<file path="config.mk">
export PLATFORM = sky130hd
export DESIGN_NAME = riscv_memsplit
export DESIGN_NICKNAME = d
export VERILOG_FILES = /design/src/rtl/riscv_memsplit.sv
export SDC_FILE = /design/constraint.sdc
export NUM_CORES = 1
export LEC_CHECK = 0
export ABC_AREA = 1
export CORE_AREA = 2 2 121 123
export DETAILED_ROUTE_END_ITERATION = 8
export DIE_AREA = 0 0 123 125
export GPL_ROUTABILITY_DRIVEN = 0
export PLACE_DENSITY = 0.79
export SLEW_MARGIN = 10
export SYNTH_ARGS = -nofsm -noshare
export SYNTH_HDL_FRONTEND = slang
export SYNTH_SLANG_ARGS = --single-unit
</file>
<file path="constraint.sdc">
create_clock -name clk_i -period 2.46 [get_ports clk_i]
set_input_delay 0.492 -clock clk_i [delete_from_list [all_inputs] [get_ports clk_i]]
set_output_delay 0.492 -clock clk_i [all_outputs]
set_load 0.005 [all_outputs]
</file>
<file path="src/rtl/riscv_memsplit.sv">
// rtl/riscv_memsplit.sv - LSU-to-bus sequencer: aligned beats, optional misaligned split
// Macro RV12_MISALIGNED_SPLIT_EN enables two-beat splitting of boundary-crossing requests.
module riscv_memsplit #(
  parameter int XLEN = 32
) (
  input  logic              clk_i,
  input  logic              rst_ni,
  input  logic              req_i,
  input  logic [XLEN-1:0]   adr_i,
  input  logic [2:0]        size_i,
  input  logic              we_i,
  input  logic [XLEN-1:0]   d_i,
  output logic              ack_o,
  output logic              err_o,
  output logic [XLEN-1:0]   q_o,
  output logic              mem_req_o,
  output logic [XLEN-1:0]   mem_adr_o,
  output logic              mem_we_o,
  output logic [XLEN/8-1:0] mem_be_o,
  output logic [XLEN-1:0]   mem_d_o,
  input  logic              mem_ack_i,
  input  logic              mem_err_i,
  input  logic [XLEN-1:0]   mem_q_i
);

  localparam int BPW = XLEN / 8;
  localparam int OFS = $clog2(BPW);
  localparam int NW  = OFS + 2;
`ifdef RV12_MISALIGNED_SPLIT_EN
  localparam int NB  = 2;
`else
  localparam int NB  = 1;
`endif
  localparam int BEW = NB * BPW;
  localparam int DW  = NB * XLEN;

  localparam logic [2:0] SZ_BYTE  = 3'd0;
  localparam logic [2:0] SZ_HWORD = 3'd1;
  localparam logic [2:0] SZ_WORD  = 3'd2;
  localparam logic [2:0] SZ_DWORD = 3'd3;

  typedef enum logic [1:0] {IDLE, BEAT0, BEAT1, RESP} state_t;

  state_t           r_state, w_state_nxt;
  logic [OFS-1:0]   w_off, r_off;
  logic [NW-1:0]    w_n, r_n;
  logic             w_legal, w_bad, w_accept, w_beat_ack, w_err_nxt;
  logic             r_we, r_err;
  logic [BEW-1:0]   w_be2;
  logic [DW-1:0]    w_d2, w_data;
  logic [XLEN-1:0]  w_lo_nxt, r_lo, w_qmask, w_q;
`ifdef RV12_MISALIGNED_SPLIT_EN
  logic             w_split, r_split;
  logic [XLEN-1:0]  w_hi_nxt, r_hi, r_d_hi;
  logic [BPW-1:0]   r_be_hi;
`endif

  assign w_off      = adr_i[OFS-1:0];
  assign w_accept   = (r_state == IDLE) && req_i;
  assign w_beat_ack = mem_ack_i && ((r_state == BEAT0) || (r_state == BEAT1));

  always_comb begin
    w_n     = NW'(0);
    w_legal = 1'b1;
    case (size_i)
      SZ_BYTE:  w_n = NW'(1);
      SZ_HWORD: w_n = NW'(2);
      SZ_WORD:  w_n = NW'(4);
      SZ_DWORD: begin
        w_n     = NW'(8);
        w_legal = (XLEN == 64);
      end
      default:  w_legal = 1'b0;
    endcase
  end

`ifdef RV12_MISALIGNED_SPLIT_EN
  assign w_split = ({2'b00, w_off} + w_n) > NW'(BPW);
  assign w_bad   = !w_legal;
`else
  // Without splitting, any naturally misaligned access is rejected up front.
  assign w_bad   = !w_legal || (({2'b00, w_off} & (w_n - NW'(1))) != '0);
`endif

  assign w_be2 = ((BEW'(1) << w_n) - BEW'(1)) << w_off;
  assign w_d2  = DW'(d_i) << {w_off, 3'b000};

  always_comb begin
    w_state_nxt = r_state;
    case (r_state)
      IDLE:  if (req_i) w_state_nxt = w_bad ? RESP : BEAT0;
      BEAT0: if (mem_ack_i) begin
        w_state_nxt = RESP;
`ifdef RV12_MISALIGNED_SPLIT_EN
        if (!mem_err_i && r_split) w_state_nxt = BEAT1;
`endif
      end
      BEAT1: if (mem_ack_i) w_state_nxt = RESP;
      RESP:  w_state_nxt = IDLE;
      default: w_state_nxt = IDLE;
    endcase
  end

  always_comb begin
    w_err_nxt = r_err;
    if (w_accept)        w_err_nxt = w_bad;
    else if (w_beat_ack) w_err_nxt = r_err | mem_err_i;
  end

  assign w_lo_nxt = ((r_state == BEAT0) && mem_ack_i) ? mem_q_i : r_lo;
`ifdef RV12_MISALIGNED_SPLIT_EN
  assign w_hi_nxt = ((r_state == BEAT1) && mem_ack_i) ? mem_q_i : r_hi;
  assign w_data   = {w_hi_nxt, w_lo_nxt};
`else
  assign w_data   = w_lo_nxt;
`endif

  always_comb begin
    w_qmask = '0;
    for (int i = 0; i < BPW; i++) w_qmask[8*i +: 8] = (NW'(i) < r_n) ? 8'hFF : 8'h00;
  end

  assign w_q = XLEN'(w_data >> {r_off, 3'b000}) & w_qmask;

  always_ff @(posedge clk_i) begin
    if (!rst_ni) r_state <= IDLE;
    else         r_state <= w_state_nxt;
  end

  always_ff @(posedge clk_i) begin
    if (!rst_ni) begin
      ack_o     <= 1'b0;
      err_o     <= 1'b0;
      q_o       <= '0;
      mem_req_o <= 1'b0;
      mem_we_o  <= 1'b0;
      mem_adr_o <= '0;
      mem_be_o  <= '0;
      mem_d_o   <= '0;
      r_off     <= '0;
      r_n       <= '0;
      r_we      <= 1'b0;
      r_err     <= 1'b0;
      r_lo      <= '0;
`ifdef RV12_MISALIGNED_SPLIT_EN
      r_split   <= 1'b0;
      r_hi      <= '0;
      r_be_hi   <= '0;
      r_d_hi    <= '0;
`endif
    end else begin
      ack_o     <= (w_state_nxt == RESP);
      err_o     <= (w_state_nxt == RESP) && w_err_nxt;
      q_o       <= ((w_state_nxt == RESP) && !w_err_nxt && !r_we) ? w_q : '0;
      mem_req_o <= (w_state_nxt == BEAT0) || (w_state_nxt == BEAT1);
      r_err     <= w_err_nxt;
      r_lo      <= w_lo_nxt;
`ifdef RV12_MISALIGNED_SPLIT_EN
      r_hi      <= w_hi_nxt;
`endif
      if (w_accept) begin
        r_off     <= w_off;
        r_n       <= w_n;
        r_we      <= we_i;
        mem_we_o  <= we_i;
        mem_adr_o <= {adr_i[XLEN-1:OFS], {OFS{1'b0}}};
        mem_be_o  <= w_be2[BPW-1:0];
        mem_d_o   <= w_d2[XLEN-1:0];
`ifdef RV12_MISALIGNED_SPLIT_EN
        r_split   <= w_split;
        r_be_hi   <= w_be2[BEW-1:BPW];
        r_d_hi    <= w_d2[DW-1:XLEN];
`endif
      end
`ifdef RV12_MISALIGNED_SPLIT_EN
      // Second-beat address/lanes switch on the same edge that retires beat 0.
      if ((r_state == BEAT0) && (w_state_nxt == BEAT1)) begin
        mem_adr_o <= mem_adr_o + XLEN'(BPW);
        mem_be_o  <= r_be_hi;
        mem_d_o   <= r_d_hi;
      end
`endif
    end
  end

endmodule

</file>
==> out/qor.yml <==
status: "finished, final reports clean"
slew_margin_rel_pct: 25.7
critical_path_arrival_ps: 2320
total_leakage_power_nw: 4.07
final_layout_size_suffix_gt1_share_pct: 6.21
min_period_over_period_pct: 80.0
pin_count: 209
fin_ws_ps: 491
mostFrequentLayoutCells: "246 x sky130_fd_sc_hd__nand2_1, 205 x sky130_fd_sc_hd__clkdlybuf4s50_1, 148 x sky130_fd_sc_hd__nor2_1"
tritoncts: "done"
top_area_cells_in_the_synthesized_netlist: "sky130_fd_sc_hd__dfxtp_1 45%, sky130_fd_sc_hd__nand2_1 15%, sky130_fd_sc_hd__nor2_1 8.8%"
number_of_distinct_library_cells_after_synthesis: 28
timing.final.hold_violations: 0
post_drt_via_cell_ratio: 4.92
unrepaired_setup_endpoints_after_global_routing: "no"
ys_seq_area_share_pct: 45.2
dr.pass1.iters: 6
critical_path_required_ps: 2810
postcts_setup_bufs: 0
worst-slew-pin-transition_ps: 1110
max-cap-violations: 0
fin_worst_skew_ps: 6.96
criticalPathCategory: "input pin to register"
finalSetupViolCount: 0
num_antenna_cells: 0
initial_core_util_pct: 44.6
cp_num_buf_inv: 2
num-fill-cells: 1253
postSynthRegisterBits: 143
yosysWarningCount: 0
power.density_cell_area_nw_per_um2: 843
port-buffer-count: 206
postCtsResizedCells: 0
max_clock_freq_ghz: 0.508
synth_top_cell_by_area: "sky130_fd_sc_hd__dfxtp_1"
timing.critical_path.cells: "clkdlybuf4s50_1 -> nor2_1 -> nand3_1 -> nand2_1 -> nand2_1 -> nand2_1 -> nand2_1 -> ha_1 -> nand2_1 -> nor2_1 -> nand4_1 -> buf_4 -> nor2_1"
core_area_um2: 14200
final_max_slew_viol_count: 0
clock-sinks: 143
critical_path_s_most_frequent_cell: "sky130_fd_sc_hd__nand2_1"
via_count_of_the_routed_design: 6607
worst_setup_path_end_kind: "register"
layout.cells.most_common: "sky130_fd_sc_hd__nand2_1"
post-dp-hpwl_um: 13500
grtUsageTotal_pct: 25.7
timing.setup.tns_ps: 0
horizontal_extent_of_the_die_um: 123
detail-route-antenna-nets: 0
min_period_ps: 1970
final_util_pct: 64.9
path_delay_family: "simple AND/OR/NAND/NOR gates"
die_height_um: 125
hold_ws_ps: 372
grt_first_pass_wirelength_um: 30900
cell_with_the_largest_stage_delay_on_the_worst_path: "sky130_fd_sc_hd__clkdlybuf4s50_1"
largest_net_degree_at_the_start_of_global_routing: 41
clk_pin_slew_worst_paths_ps: 60
crit_path_max_incr_delay_ps: 550
path_max_fanout: 8
antenna_violations_before_repair: 0
grt.overflow.total: 0
syn_area_um2: 6330
floorplan.rows: 44
cts_max_path_buffers: 2
worst_setup_path_start_kind: "input pin"
drt_wl_total_um: 19200
cts-root-buf: "sky130_fd_sc_hd__clkbuf_16"
area_of_placed_instances_um2: 8650
syn_inst: 943
cts_max_level: 4
via_count_of_the_first_global_routing_pass: 6358
layout-area-overhead-vs-synth_pct: 45.6
cts-buffers-inserted: 17
clock_latency_ps: 420
syn-mean-instance-area_um2: 6.72
place_worst_setup_slack_ps: 78.4
nets: 1255
dr.first_iter.drc_count: 492
route.detailed.drc: 0
die_area_um2: 15400
min_path_type: "input pin to register"
vdd_ir_drop_max_uv: 501
postLayoutCellArea_um2: 9220
avgRoutedWirePerCell_um: 14.3
timing.reg2reg.setup_slack_ps: 510
holdBufCountCts: 0
yosys.area.top_type_share_pct: 45.2
==> final timing paths <==
check	startpoint	to	cells after the start
hold reg to reg	mem_d_o[9]$_SDFFE_PN0P_	mem_d_o[9]$_SDFFE_PN0P_	2
setup reg to reg	r_state[1]$_SDFF_PN0_	q_o[27]$_SDFF_PN0_	10
hold / removal	rst_ni	r_state[0]$_SDFF_PN0_	2
setup / recovery	adr_i[0]	q_o[27]$_SDFF_PN0_	13
==> cells by family (layout without fill, tap and decap cells) <==
group                    after synthesis  after routing  share of synthesized area [%]
AND/OR/NAND/NOR                      515            515                           33.6
adder cells (fa/ha/maj)                4              4                          0.790
AO/OA/AOI/OAI                        107            107                           9.27
buffers and inverters                173            388                           11.1
other                                  1              2                         0.0592
flip-flops                           143            143                           45.2
==> layout make-up <==
cell class                 instances  area (um2)  share of cell area (%)
clock buffer                      20         457                    4.95
clock inverter                    12         111                    1.21
inverter                         119         447                    4.84
multi-input combinational        628        2770                    30.1
sequential                       143        2860                    31.0
tap                              184         230                    2.50
timing repair buffer             237        2340                    25.4
==> stage by stage <==
stage / total power [mW] / cells
global route: 8.27 / 1343
CTS: 7.81 / 1343
finish: 7.77 / 1343
global placement: 5.31 / 1311
floorplan: 4.28 / 944
detailed placement: 5.33 / 1311
==> registers in the layout (all words and copies together) (netlist names) <==
register / count
err_o: 1
q_o: 32
r_n: 4
r_we: 1
r_err: 1
r_state: 2
mem_d_o: 32
r_lo: 32
mem_adr_o: 30
mem_req_o: 1
mem_be_o: 4
r_off: 2
ack_o: 1
==> per-layer routing <==
layer  vias up  global-route usage [%]  share of wire, %
li1       3337                       -                 -
met1      2935                    30.6                41
met2       291                    42.1                46
met3        44                    8.85                10
met4         0                    10.4               2.7
met5         -                       0                 0
==> worst reg2reg max path, delay by kind of cell (launching register included) <==
family | cells | cell delay [ps]
flops | 1 | 360
compound gates | 2 | 260
fa+ha+maj | 2 | 500
simple gates | 4 | 500
buf+inv | 2 | 270
==> Yosys cell counts <==
cell type / number
sky130_fd_sc_hd__nand2_1: 246
sky130_fd_sc_hd__nor2_1: 148
sky130_fd_sc_hd__dfxtp_1: 143
sky130_fd_sc_hd__inv_1: 117
sky130_fd_sc_hd__nand3_1: 105
sky130_fd_sc_hd__o21ai_0: 53
sky130_fd_sc_hd__a21oi_1: 33
sky130_fd_sc_hd__buf_2: 24
sky130_fd_sc_hd__o211ai_1: 18
sky130_fd_sc_hd__buf_1: 14
sky130_fd_sc_hd__clkbuf_1: 12
sky130_fd_sc_hd__ha_1: 4
sky130_fd_sc_hd__nand3b_1: 3
sky130_fd_sc_hd__nor2_4: 3
sky130_fd_sc_hd__buf_4: 2
sky130_fd_sc_hd__buf_6: 2
sky130_fd_sc_hd__nand2_2: 2
sky130_fd_sc_hd__nand3_2: 2
sky130_fd_sc_hd__nand4_1: 2
sky130_fd_sc_hd__nor3_1: 2
sky130_fd_sc_hd__a211oi_1: 1
sky130_fd_sc_hd__a22oi_1: 1
sky130_fd_sc_hd__a31oi_1: 1
sky130_fd_sc_hd__and2_1: 1
sky130_fd_sc_hd__clkinv_1: 1
sky130_fd_sc_hd__conb_1: 1
sky130_fd_sc_hd__inv_2: 1
sky130_fd_sc_hd__or2_2: 1
==> where the power goes <==
part	internal, mW	switching, mW	total, mW
clock network	1.45	1.01	2.45
registers	2.64	0.148	2.79
logic	1.10	1.43	2.53
total	5.18	2.59	7.77
Power figures use the tool's default switching activity.
